### config.mk
export PLATFORM = sky130hd
export DESIGN_NAME = irq_controller
export DESIGN_NICKNAME = d
export VERILOG_FILES = /design/src/rtl/irq_controller_pkg.sv /design/src/rtl/irq_prio_select.sv /design/src/rtl/irq_controller.sv
export SDC_FILE = /design/constraint.sdc
export NUM_CORES = 1
export LEC_CHECK = 0
export ABC_AREA = 1
export BUFFER_PORTS_ARGS = -buffer_cell sky130_fd_sc_hd__buf_2
export CAP_MARGIN = 20
export CORE_ASPECT_RATIO = 0.75
export CORE_MARGIN = 10
export CORE_UTILIZATION = 62
export CTS_BUF_LIST = sky130_fd_sc_hd__clkbuf_8
export DETAILED_ROUTE_END_ITERATION = 8
export GPL_ROUTABILITY_DRIVEN = 1
export PLACE_DENSITY = 0.89
export SLEW_MARGIN = 20
export SYNTH_ARGS = -nofsm -noshare
export SYNTH_HDL_FRONTEND = slang
export SYNTH_SLANG_ARGS = --single-unit
### constraint.sdc
create_clock -name clk -period 19 [get_ports clk]
set_input_delay 1.9 -clock clk [delete_from_list [all_inputs] [get_ports clk]]
set_output_delay 1.9 -clock clk [all_outputs]
set_load 0.05 [all_outputs]
### src/rtl/irq_controller_pkg.sv
// Shared constants for the interrupt controller: register map and priority encoding.
package irq_controller_pkg;

    // Priority field width per source and the priority every source gets out of reset.
    localparam int unsigned       PRIO_W     = 2;
    localparam logic [PRIO_W-1:0] PRIO_RESET = 2'd1;

    // Index width wide enough for the largest legal source count (32).
    localparam int unsigned IDX_W = 5;

    // MMIO word addresses; all eight are mapped.
    typedef enum logic [2:0] {
        RegPending   = 3'd0,
        RegEnable    = 3'd1,
        RegMode      = 3'd2,
        RegPrioLo    = 3'd3,
        RegPrioHi    = 3'd4,
        RegThreshold = 3'd5,
        RegClaim     = 3'd6,
        RegComplete  = 3'd7
    } reg_addr_e;

endpackage

### src/rtl/irq_prio_select.sv
// Combinational winner selection: highest priority candidate, ties to the lowest index.
module irq_prio_select
    import irq_controller_pkg::*;
#(
    parameter int unsigned NSRC = 8
) (
    input  logic [NSRC-1:0]             cand,
    input  logic [NSRC-1:0][PRIO_W-1:0] prio,
    output logic                        valid,
    output logic [IDX_W-1:0]            index
);

    logic [PRIO_W-1:0] best;

    // Linear scan; a strict greater-than keeps the earlier (lower) index on ties.
    always_comb begin
        valid = 1'b0;
        index = '0;
        best  = '0;
        for (int i = 0; i < NSRC; i++) begin
            if (cand[i] && (!valid || prio[i] > best)) begin
                valid = 1'b1;
                index = IDX_W'(i);
                best  = prio[i];
            end
        end
    end

endmodule

### src/rtl/irq_controller.sv
// Memory-mapped interrupt controller with per-source edge/level mode, enable,
// 2-bit priority, global threshold, claim/complete and a registered CPU request.
module irq_controller
    import irq_controller_pkg::*;
#(
    parameter int unsigned     NSRC       = 8,
    parameter int unsigned     TIMER_ID   = 0,
    parameter logic [NSRC-1:0] RESET_MODE = '1
) (
    input  logic            clk,
    input  logic            rst_n,
    input  logic [NSRC-1:0] irq_src,
    input  logic [2:0]      a,
    input  logic [31:0]     d,
    input  logic            we,
    output logic [31:0]     spo,
    output logic            interrupt,
    input  logic            int_reply,
    output logic            int_istimer
);

    logic [NSRC-1:0]             pending_q, pending_d;
    logic [NSRC-1:0]             enable_q, mode_q, prev_q;
    logic [NSRC-1:0][PRIO_W-1:0] prio_q;
    logic [PRIO_W-1:0]           thresh_q;
    logic [NSRC-1:0]             rise, clr, cand;
    logic                        sel_valid;
    logic [IDX_W-1:0]            sel_idx, sel_q;
    logic                        int_q, timer_q;
    logic [31:0]                 prio_lo, prio_hi;
    reg_addr_e                   addr;
    logic wr_pending, wr_enable, wr_mode, wr_prio_lo, wr_prio_hi, wr_thresh, wr_complete;

    assign addr        = reg_addr_e'(a);
    assign wr_pending  = we && (addr == RegPending);
    assign wr_enable   = we && (addr == RegEnable);
    assign wr_mode     = we && (addr == RegMode);
    assign wr_prio_lo  = we && (addr == RegPrioLo);
    assign wr_prio_hi  = we && (addr == RegPrioHi);
    assign wr_thresh   = we && (addr == RegThreshold);
    assign wr_complete = we && (addr == RegComplete);

    assign rise = irq_src & ~prev_q;

    // Configuration registers written over MMIO.
    always_ff @(posedge clk or negedge rst_n) begin
        if (!rst_n) begin
            enable_q <= '0;
            mode_q   <= RESET_MODE;
            prio_q   <= {NSRC{PRIO_RESET}};
            thresh_q <= '0;
        end else begin
            if (wr_enable) enable_q <= d[NSRC-1:0];
            if (wr_mode)   mode_q   <= d[NSRC-1:0];
            if (wr_thresh) thresh_q <= d[PRIO_W-1:0];
            if (wr_prio_lo) begin
                for (int i = 0; i < NSRC && i < 16; i++) prio_q[i] <= d[2*i +: PRIO_W];
            end
            if (wr_prio_hi) begin
                for (int i = 16; i < NSRC; i++) prio_q[i] <= d[2*(i-16) +: PRIO_W];
            end
        end
    end

    // Clear requests from CPU reply (active source only), COMPLETE by index, and W1C.
    always_comb begin
        clr = '0;
        for (int i = 0; i < NSRC; i++) begin
            if (int_q && int_reply && (sel_q == IDX_W'(i))) clr[i] = 1'b1;
            if (wr_complete && (d == 32'(i + 1)))            clr[i] = 1'b1;
        end
        if (wr_pending) clr = clr | d[NSRC-1:0];
    end

    // Edge sources: a new edge beats any clear. Level sources track the input sample.
    always_comb begin
        pending_d = pending_q;
        for (int i = 0; i < NSRC; i++) begin
            if (mode_q[i]) pending_d[i] = rise[i] | (pending_q[i] & ~clr[i]);
            else           pending_d[i] = irq_src[i];
        end
    end

    // Candidates must be pending, enabled and strictly above the threshold.
    always_comb begin
        cand = '0;
        for (int i = 0; i < NSRC; i++) begin
            cand[i] = pending_q[i] & enable_q[i] & (prio_q[i] > thresh_q);
        end
    end

    irq_prio_select #(
        .NSRC (NSRC)
    ) u_select (
        .cand  (cand),
        .prio  (prio_q),
        .valid (sel_valid),
        .index (sel_idx)
    );

    // Pending state, input history and the registered CPU request.
    always_ff @(posedge clk or negedge rst_n) begin
        if (!rst_n) begin
            prev_q    <= '0;
            pending_q <= '0;
            int_q     <= 1'b0;
            sel_q     <= '0;
            timer_q   <= 1'b0;
        end else begin
            prev_q    <= irq_src;
            pending_q <= pending_d;
            int_q     <= sel_valid;
            sel_q     <= sel_idx;
            timer_q   <= sel_valid && (sel_idx == IDX_W'(TIMER_ID));
        end
    end

    // Pack per-source priorities into the two 32-bit register views.
    always_comb begin
        prio_lo = '0;
        prio_hi = '0;
        for (int i = 0; i < NSRC && i < 16; i++) prio_lo[2*i +: PRIO_W] = prio_q[i];
        for (int i = 16; i < NSRC; i++) prio_hi[2*(i-16) +: PRIO_W] = prio_q[i];
    end

    // Combinational read mux.
    always_comb begin
        spo = '0;
        unique case (addr)
            RegPending:   spo = 32'(pending_q);
            RegEnable:    spo = 32'(enable_q);
            RegMode:      spo = 32'(mode_q);
            RegPrioLo:    spo = prio_lo;
            RegPrioHi:    spo = prio_hi;
            RegThreshold: spo = 32'(thresh_q);
            RegClaim:     spo = sel_valid ? 32'(sel_idx) + 32'd1 : 32'd0;
            RegComplete:  spo = '0;
            default:      spo = '0;
        endcase
    end

    assign interrupt   = int_q;
    assign int_istimer = timer_q;

endmodule
* Word level (Yosys, flattened, before mapping)
Index checks and enable logic that the tools add are counted.
** Word-level totals
- Flip-flop bits (word level) :: 57
- Input port bits :: 47
- Output and inout port bits :: 34
** Cells by class
- Equal/unequal tests :: 22
- Bitwise logic cells :: 43
- Muxes and demuxes :: 49
- Order comparisons :: 15
- Reduce and logical (&&, ||, !) cells :: 49
- Add/sub/neg operators :: 1
** Operators by type and width (count)
- one-hot mux 32 bit (7 select lines) :: 1
- == test 32 x 3 -> 1 bit, second input constant :: 4
- == test 32 x 2 -> 1 bit, second input constant :: 2
- 2-to-1 mux 1 bit :: 33
- == test 32 x 1 -> 1 bit, second input constant :: 1
- == test 32 x 4 -> 1 bit, second input constant :: 1
- logical AND 1 bit :: 31
- > comparator 2 bit :: 15
- bitwise AND 1 bit :: 24
- == test 5 x 3 -> 1 bit, second input constant :: 4
- 2-to-1 mux 2 bit :: 9
- == test 3 bit, second input constant :: 4
- 2-to-1 mux 3 bit :: 4
- == test 5 x 2 -> 1 bit, second input constant :: 2
- zero test 5 bit :: 2
- bitwise AND 8 bit :: 1
- 2-to-1 mux 8 bit :: 1
- NOT 1 bit :: 8
- NOT 8 bit :: 1
- bitwise OR 1 bit :: 8
- bitwise OR 8 bit :: 1
- zero test 1 bit :: 7
- logical OR 1 bit :: 7
- adder 5 x 1 -> 6 bit, second input constant :: 1
- other kinds (6) :: 7

* Longest topological paths before layout
Gate-level depths: netlist of run 1.
- Word-level depth :: 34
- Mapped depth :: 69
- Mapped depth without buffers :: 69

* Modules after synthesis
A second synthesis of run 1 with hierarchy kept.
** Second synthesis, totals
- Cells, all modules :: 585
- Area, all modules :: 4151.5 um^2
** Modules (own cells, without submodules)
- irq_controller :: seq. area each 1446.4 um^2, instances 1, cells an instance 455, area an instance 3415.8 um^2
- irq_prio_select :: seq. area each 0.0 um^2, instances 1, cells an instance 130, area an instance 735.7 um^2

* Worst setup path before layout of run 1
Ideal clock, no wire load.
- Kind :: reg-to-output
- Start point :: register thresh_q[1]
- End point :: output spo[1]
- Stages on the path, launching flop included :: 64
- Slack :: 8586 ps
- Arrival :: 8514 ps
- Path buffers :: 0
- Cell sequence :: dfrtp_1 > inv_1 > ha_1 > nand2_1 > clkinv_1 > nor2_4 > nand2_4 > nor2_1 > inv_1 > ha_1 > a21oi_1 > o21ai_2 > nand2_4 > nand2_1 > and2_1 > ha_1 > inv_1 > nor2_1 > [28 not listed] > ha_1 > inv_1 > nor2_1 > o21ai_0 > nand2_1 > nand2_2 > nand3_1 > o21ai_1 > ha_1 > nand2_1 > o21ai_0 > nand2_1 > nand2_2 > nand3_1 > inv_1 > ha_1 > nand2_1 > a31oi_1
** Between the ends
- Word-level cells in the longest chain between the ends :: 34
- Elaborated cells between the ends (all ways) :: 69
- Those cells by class :: add/sub: 1; order compare: 15; mux: 24; bitwise: 8; reduce/logical: 21
** Ends and longest elaborated chain
- from (decl) :: RTL line irq_controller.sv:25 : logic [PRIO_W-1:0] thresh_q;
- from (signal assigned) :: RTL line irq_controller.sv:55 : if (wr_thresh) thresh_q <= d[PRIO_W-1:0];
- > comparator 2 bit :: RTL line irq_controller.sv:88 : cand[i] = pending_q[i] & enable_q[i] & (prio_q[i] > thresh_q);
- bitwise AND 1 bit :: RTL line irq_controller.sv:88
- 2-to-1 mux 2 bit / 2-to-1 mux 1 bit (equally long branches) :: RTL line irq_prio_select.sv:21 : if (cand[i] && (!valid || prio[i] > best)) begin
- > comparator 2 bit / zero test 1 bit (equally long branches) :: RTL line irq_prio_select.sv:21
- logical OR 1 bit :: RTL line irq_prio_select.sv:21
- logical AND 1 bit :: RTL line irq_prio_select.sv:21
- 2-to-1 mux 2 bit / 2-to-1 mux 1 bit (equally long branches) :: RTL line irq_prio_select.sv:21
- > comparator 2 bit / zero test 1 bit (equally long branches) :: RTL line irq_prio_select.sv:21
- [19 not listed]
- > comparator 2 bit / zero test 1 bit (equally long branches) :: RTL line irq_prio_select.sv:21
- logical OR 1 bit :: RTL line irq_prio_select.sv:21
- logical AND 1 bit :: RTL line irq_prio_select.sv:21
- 2-to-1 mux 3 bit * :: RTL line irq_prio_select.sv:21
- via sel_idx[1] :: RTL line irq_controller.sv:28 : logic [IDX_W-1:0] sel_idx, sel_q;
- adder 5 x 1 -> 6 bit * :: RTL line irq_controller.sv:136 : RegClaim: spo = sel_valid ? 32'(sel_idx) + 32'd1 : 32'd0;
- 2-to-1 mux 6 bit * :: RTL line irq_controller.sv:136
- one-hot mux 32 bit (7 select lines) * :: RTL line irq_controller.sv:129 : unique case (addr)
- to (decl) :: RTL line irq_controller.sv:16 : output logic [31:0] spo,
The timed path passes the listed nets; every way through them passes the cells marked *. The select of a mux whose other input is x is not followed.

* Worst setup path after layout of run 1
- Start point :: register thresh_q[1]
- End point :: output spo[2]
Same word-level chain as after synthesis.

==> results of run 1 <==
[worst max-delay path by stage]
stage / start / to / slack [ns]
floorplan: thresh_q[1] / spo[1] / 8.59
global placement: thresh_q[1] / spo[2] / 8.38
detailed placement: thresh_q[1] / spo[2] / 7.86
CTS: thresh_q[1] / spo[2] / 7.46
global route: thresh_q[1] / spo[2] / 6.52
finish: thresh_q[1] / spo[2] / 7.47
[cell type report]
| class | count | area [um^2] | area share |
|---|---|---|---|
| clock inverter | 3 | 33.78 | 0.007649 |
| tap | 81 | 101.3 | 0.02295 |
| sequential | 55 | 1396 | 0.3161 |
| inverter | 83 | 311.5 | 0.07054 |
| timing repair buffer | 65 | 327.8 | 0.07422 |
| clock buffer | 5 | 68.82 | 0.01558 |
| multi-input combinational | 381 | 2177 | 0.4929 |
[per-stage QoR]
step | instance area, um^2 | power, mW
after floorplan | 4028 | 0.3177
after global placement | 4314 | 0.3588
after detailed placement | 4314 | 0.3706
after CTS | 4417 | 0.4425
after global routing | 4417 | 0.4779
final | 4417 | 0.4451
[tightest hold or removal path, delay by kind of cell, from the launching register on]
family             cells  cell delay, ns
and+or+nand+nor        1            0.05
DFF                    1            0.38
AOI/OAI and AO/OA      1            0.05
[cell families after synthesis]
family / Yosys count / synth area share
AO/OA/AOI/OAI: 95 / 0.1515
adder cells (fa/ha/maj): 32 / 0.1008
buffers and inverters: 105 / 0.1144
flip-flops: 55 / 0.3516
other: 1 / 0.0009443
AND/OR/NAND/NOR: 238 / 0.2807
[placed cells by master, fill, tap and decap left out, types with 17 or more instances in the layout]
cell type | synthesis | layout
sky130_fd_sc_hd__inv_1 | 71 | 71
sky130_fd_sc_hd__ha_1 | 32 | 32
sky130_fd_sc_hd__a21oi_1 | 21 | 21
sky130_fd_sc_hd__dfrtp_1 | 39 | 39
sky130_fd_sc_hd__nand2_1 | 124 | 124
sky130_fd_sc_hd__buf_2 | 0 | 64
sky130_fd_sc_hd__o21ai_0 | 31 | 31
sky130_fd_sc_hd__nor2_1 | 46 | 46
sky130_fd_sc_hd__nand3_1 | 17 | 17
[registers in the layout, indices dropped and copies added (netlist names)]
signal / cells
pending_q: 8
prev_q: 8
thresh_q: 2
sel_q: 3
enable_q: 8
interrupt: 1
prio_lo: 16
mode_q: 8
int_istimer: 1
[power groups by stage]
stage,clock network (mW),logic (mW),registers [mW]
finish,0.0721,0.207,0.166
floorplan,0,0.153,0.165
global route,0.0769,0.233,0.168
detailed placement,0,0.204,0.166
global placement,0,0.194,0.165
CTS,0.0725,0.206,0.164
[routing by layer]
layer	GRT usage	vias to the layer above
met2	0.3528	238
met3	0.05768	29
met1	0.2662	1767
li1	-	1827
met5	0	-
met4	0.06092	0
==> results.md, run 1 <==
Setup path:
- On the critical path, the stage with the largest delay is an instance of sky130_fd_sc_hd__dfrtp_1.
- In this design, the largest share of critical-path delay is due to simple AND/OR/NAND/NOR gates.
- The worst reg-to-reg setup slack is 9.99 ns.
- The endpoint class of the critical path is a primary output.
- The launch point of the worst reg-to-reg path is thresh_q[1].
- The critical setup path kind is reg -> out.
- Of all nets on the critical path, the largest fanout is 9.
- The data arrival time of the critical path is slightly below 10 ns.
- The worst path required time is 17.10 ns.
- The critical path runs through a total of 66 cells.
- The worst path buffer plus inverter count is 11.
- The category of the worst setup path launch point is a flip-flop.
- The largest single stage delay on the critical path is 0.39 ns.
- The cell count of the worst reg-to-reg path is 65.
- The worst register-to-register path ends at int_istimer.
- Counting stages on the worst path, the most repeated cell is sky130_fd_sc_hd__nand2_1.

Routing:
- The iteration-0 DRC count of the detailed router is 426.
- After detailed routing, the average wire length per cell comes to 15.79 um.
- After detailed routing, no signal wire sits above met4.
- The total via count in the routed design is 3,861.
- The met2 wire length is 4880 um.
- After detailed routing, the wire length on met1 is 4523 um.
- The first detailed-routing pass ran for 5 iterations.
- The post-route DRC violation count is 0.
- The post-detailed-route via-to-cell ratio is 5.737.
- The detail route stage leaves a number of antenna-violating nets equal to 0.
- The routed length on met3 is around 1000 um.
- The final wirelength is 10,630 um.

STA:
- The upper clock frequency limit is 0.08672 GHz.
- At the pin with the least slew margin, the transition time is 1.069 ns.
- Of the available clock period, the critical path in the final layout requires 0.6069.
- The final hold violation count is 0.
- The worst setup slack after layout is 7.469 ns.
- The final setup violation count is 0.
- Hold timing on the final database bottoms out at a slack of 0.4798 ns.
- The post-route clock skew is 0.008550 ns.
- Setup repair after global routing left no endpoint under its margin.
- Subtracting the final worst setup slack from the clock period gives 11.53 ns.
- The number of max-slew violations in the final report is 0.
- Measured against its own limit, the worst slew margin works out to 0.2857.
- Adding up every negative setup slack in the final design gives 0 ns.

Global routing:
- Across every metal layer, demand over resource in global routing totals 0.2120.
- The via count of the first global-routing pass is 3,806.
- The initial antenna violation count is 0.
- Global routing finished with a remaining overflow of 0.
- Entering global routing, the biggest net connects 56 pins.
- The global-route wire length before repair is 17,620 um.

Placed design:
- The total of buffers placed on input and output ports is 64.
- Counting tap cells, the placed design contains a total of 665 instances.
- The HPWL after detailed placement is between 8000 and 9000 um.
- The routability congestion estimate from global placement is 0.9277.
- OpenSTA, run right after detailed placement, puts the worst setup slack at 7.855 ns.

Power and ir drop:
- Of the total power, the share spent switching nets is 0.4630.
- The power per unit of standard cell area is 100.8 mW/mm^2.
- The leakage power of the design is 2.341 nW.
- The share of total power dissipated in the clock network is 0.162.
- The share of total power dissipated in sequential elements is 0.372.
- The worst voltage drop across the vdd grid is about 0.073 mV.
- Summed over all nets, the switching power comes to between 0.2 and 0.25 mW.
- The internal power of the cells is 0.2390 mW.
- The part of the total power dissipated in combinational logic is 0.466.

Floorplanning:
- The number of core rows is 25.
- The die covers 0.01004 mm^2.
- The die span in x is 112.4 um.
- between 80 and 90 I/O pins were placed.
- The initial utilization of the core area, before any placement, comes to 0.6348.
- From bottom edge to top edge, the die measures 89.31 um.
- The floorplan step defined a core boundary enclosing 0.006256 mm^2.

Min path:
- The terminating pin of the worst hold path is prio_lo[6].
- The critical hold path startpoint is prio_lo[6].
- The cell depth of the worst hold path is 2.
- The path class of the tightest hold or removal check is reg -> reg.

Clock tree:
- The post-CTS setup buffer count is 0.
- The H-tree generated during clock tree synthesis spans 2 levels.
- The worst-skew pair later-pin latency is 0.33 ns.
- Counting every sink on the clock net gives 55.
- The number of buffers added by the clock tree synthesis step is 5.
- The cts-stage hold buffer count is 0.
- The maximum clock path buffer count is 2.
- The root buffer cell chosen for the clock tree is sky130_fd_sc_hd__clkbuf_8.
- The clock tree from TritonCTS is done.
- The clock-pin slew of the registers on the worst-case setup and hold paths is 0.11 ns.
- The total of cells resized after clock tree synthesis is 0.

Final layout:
- Relative to the synthesized area, the layout overhead comes to 11.22%.
- Measured on the finished design, the core utilization comes to 0.7060.
- The number of inserted diodes is 0.
- In the final layout, the share of cells above drive strength 1 is 0.2196.
- Counting the fill cells in the layout gives 510.
- Excluding fillers, the count of instances in the completed layout stands at 673.
- The net total in the final layout is 670.

Synthesis:
- Of the post-synthesis cell area, the dominant cell type holds 0.2457.
- The mean instance size in the synthesized netlist is 7.550 um^2.
- The synthesized netlist cell count is 526.
- The most common cell in the netlist is sky130_fd_sc_hd__nand2_1.
- Yosys mapped a number of flops with a built-in enable equal to 0.
- After synthesis the cells add up to around 0.0040 mm^2.
- During synthesis, Yosys emitted a total of 0 warnings.
- After synthesis, the netlist uses 48 different library cells.
- Of all flip-flops after synthesis, the portion carrying an async set or reset was 1.000.
- In the synthesized netlist the dominant register cell turns out to be sky130_fd_sc_hd__dfrtp_1.
- Counting instances in the post-synthesis netlist gives the leading cell types as 124 x sky130_fd_sc_hd__nand2_1, 71 x sky130_fd_sc_hd__inv_1, 46 x sky130_fd_sc_hd__nor2_1.
- By area the synthesized netlist is led by sky130_fd_sc_hd__dfrtp_1 25%, sky130_fd_sc_hd__nand2_1 12%, sky130_fd_sc_hd__dfstp_2 11%.
- The biggest area consumer among synthesized cells is sky130_fd_sc_hd__dfrtp_1.
- In this run, synthesis produced a sequential element count of 55.
- The share of the Yosys chip area taken by registers is 0.3516.

Run:
- Max-cap violations in this run came to 0.

Run status:
- The flow ran to the end, and the final reports show no timing, DRC or antenna violations.
(Power assumes the default switching activity.)
==> run 2: changes to the inputs <==
--- a/config.mk
+++ b/config.mk
@@ -10,11 +10,11 @@
 export CAP_MARGIN = 20
 export CORE_ASPECT_RATIO = 0.75
 export CORE_MARGIN = 10
-export CORE_UTILIZATION = 62
+export CORE_UTILIZATION = 52
 export CTS_BUF_LIST = sky130_fd_sc_hd__clkbuf_8
 export DETAILED_ROUTE_END_ITERATION = 8
 export GPL_ROUTABILITY_DRIVEN = 1
-export PLACE_DENSITY = 0.89
+export PLACE_DENSITY = 0.79
 export SLEW_MARGIN = 20
 export SYNTH_ARGS = -nofsm -noshare
 export SYNTH_HDL_FRONTEND = slang
==> constraint.sdc (replaced) <==
create_clock -name clk -period 9.31 [get_ports clk]
set_input_delay 0.931 -clock clk [delete_from_list [all_inputs] [get_ports clk]]
set_output_delay 0.931 -clock clk [all_outputs]
set_load 0.05 [all_outputs]
==> run 2 against run 1 <==
Against the previous run:
- the flow now finishes with violations (negative setup slack)
- clock skew is 0.0018 ns higher
- critical endpoint is now spo[1]
- final area is 22% higher
- flip-flop and latch count stayed put
==> results.md, run 2 (synthesis results as in run 1) <==
Global routing:
- Across every metal layer, demand over resource in global routing totals 0.2104.
- Summed over all layers, the global routing overflow is 0.
- The global-route wire length before repair is 19,660 um.
- The pin count of the biggest net entering global routing is 56.
- The via count of the first global-routing pass is 4,045.
- The initial antenna violation count is 0.

Power and ir drop:
- In this run the power density over the cells is between 200 and 250 mW/mm^2.
- VDD sags by at most 0.1240 mV.
- The leakage power of the design is 2.742 nW.
- The total chip power is between 1 and 1.5 mW.

STA:
- Setup violations remaining at the end of the flow were counted as 2.
- The worst setup slack after layout is -0.1863 ns.
- On the final layout, the worst hold slack is 0.4832 ns.
- For this run, the top clock speed supported by timing is 0.1053 GHz.
- The measured slew at the worst slew-check pin is 1.115 ns.
- Setup repair after global routing could not meet its margin everywhere.
- The relative slew slack is 0.2551.
- The final hold violation count was 0.
- On the final layout, the worst clock skew is 0.01035 ns.
- After layout, the minimum clock period comes to 9.496 ns.
- The post-route clock period utilization is 1.020.
- The number of max-slew violations in the final report was 0.

Clock tree:
- The clock tree from TritonCTS is done.
- The maximum clock path buffer count is 2.
- The number of sinks handled by clock tree synthesis is 55.
- TritonCTS created 5 clock buffers.
- After clock tree synthesis, the clock-pin slew on the worst setup and hold paths is 0.10 ns.
- Clock tree synthesis selected as its root buffer the cell sky130_fd_sc_hd__clkbuf_8.
- After clock tree synthesis, the flow added hold-fix buffers numbering 0.
- The worst-skew pair later-pin latency is ~0.32 ns.
- The number of H-tree levels is 2.

Setup path:
- The setup path with the least slack is of type reg -> out.
- The endpoint class of the critical path is a primary output.
- The worst setup path is launched from a flip-flop.
- Data on the critical path is required at its endpoint by 8.38 ns.
- Data on the critical path arrives at its endpoint at 8.57 ns.
- The slowest cell on the critical path is sky130_fd_sc_hd__dfstp_2.
- The delay of the slowest cell on the worst path is 0.55 ns.
- The most repeated library cell on the critical path is sky130_fd_sc_hd__nand2_2.
- In this run the worst path has a maximum fanout of 4.

Routing:
- The number of detailed-routing iterations run before antenna repair is 5.
- Summing over every cut layer, the via total after detailed routing is 4,278.
- In the final routed layout, each cell accounts on average for between 15 and 20 um.
- The post-route DRC violation count is 0.
- The iteration-0 DRC count of the detailed router is 272.
- After detailed routing, the total wire length is about 14,000 um.
- The antenna violation net count after detailed routing is 0.
- The post-detailed-route via-to-cell ratio is ~5.6.

Floorplanning:
- The vertical die dimension is 95.69 um.
- The die is 120.9 um wide.
- The initial standard-cell utilization of the core is 0.5368.
- In this run the count of I/O pins placed on the die edge is 81.
- The die area is 0.01157 mm^2.
- The floorplan has 27 rows.
- The placeable core region is 0.007398 mm^2.

Final layout:
- The library cells used most frequently in the layout, excluding fill and tap cells, are 109 x sky130_fd_sc_hd__nand2_1, 64 x sky130_fd_sc_hd__buf_4, 60 x sky130_fd_sc_hd__buf_2.
- The ratio of cells with drive above 1 in the final layout is 0.4073.
- Once layout is complete, the utilization of the core stands at 0.7309.
- From synthesis to final layout, the design area changed by 36.17%.
- The number of antenna diodes in the final layout is 0.
- After the last flow step, the layout net total stands at 736.
- The most common library cell in the layout ignoring fill and taps is sky130_fd_sc_hd__nand2_1.
- The flip-flop count of the largest register, all copies and words added is 16.

Placed design:
- The routability congestion estimate from global placement is 0.9162.
- The sum of net half-perimeters after detailed placement is 8915 um.
- The total of buffers placed on input and output ports is 64.

Min path:
- The path category of the worst min-delay check is reg -> reg.

Run status:
- The flow ran to the end, but the final reports show violations.
- The checks that failed: negative setup slack.

Run:
- The number of max-cap violations is 0.
-- run 2: path summary, 6_finish.rpt --
check                      startpoint  slack (ns)  cells after the start     endpoint
max                        prio_lo[0]       -0.19                     66       spo[1]
min                        prio_lo[2]        0.48                      2   prio_lo[2]
max reg2reg                prio_lo[0]        1.33                     65  int_istimer
min reg2reg                prio_lo[2]        0.48                      2   prio_lo[2]
max in group asynchronous       rst_n        8.12                      2  enable_q[3]
min in group asynchronous       rst_n        0.73                      2    prev_q[6]
-- run 2: what timing repair did --
item,4_1_cts,5_1_grt
setup endpoints to repair,4,4
gates cloned,0,0
gates resized for setup,45,68
pin swaps,24,49
buffers inserted,42,14
-- run 2: worst max-delay path: cells and delay by family, from the launching register on --
family          cells  cell delay [ns]
simple gates       29             2.82
fa+ha+maj           8             2.09
buf+inv            19             1.64
compound gates     10             1.11
flops               1             0.55
-- run 2: cell type report --
cell class | count | area, um^2
Tap cell | 101 | 126.4
Timing Repair Buffer | 131 | 859.6
Sequential cell | 55 | 1396
Clock buffer | 5 | 68.82
Fill cell | 550 | 1991
Clock inverter | 3 | 50.05
Inverter | 83 | 321.6
Multi-Input combinational cell | 381 | 2585
-- run 2: report_power, final --
group	switching (mW)	total (mW)	internal [mW]
clock network	0.0882	0.171	0.0832
logic	0.395	0.681	0.286
registers	0.0487	0.341	0.293
-- run 2: per-stage QoR --
step,cells,TNS (ns),worst slack (ns),area [um^2]
floorplan,541,0,0.08786,4034
global placement,695,0,0.02367,4420
detailed placement,695,-1.251,-0.5416,4420
CTS,745,0,0.005745,5021
global route,759,-1.390,-0.5218,5408
finish,759,-0.3436,-0.1863,5408
-- run 2: metal layers --
layer,global-route usage,vias up,wire length [um]
met1,0.2662,2022,5430
met3,0.03896,56,1195
met4,0.05511,0,542
met5,0,-,0
met2,0.3626,250,6750
li1,-,1950,-
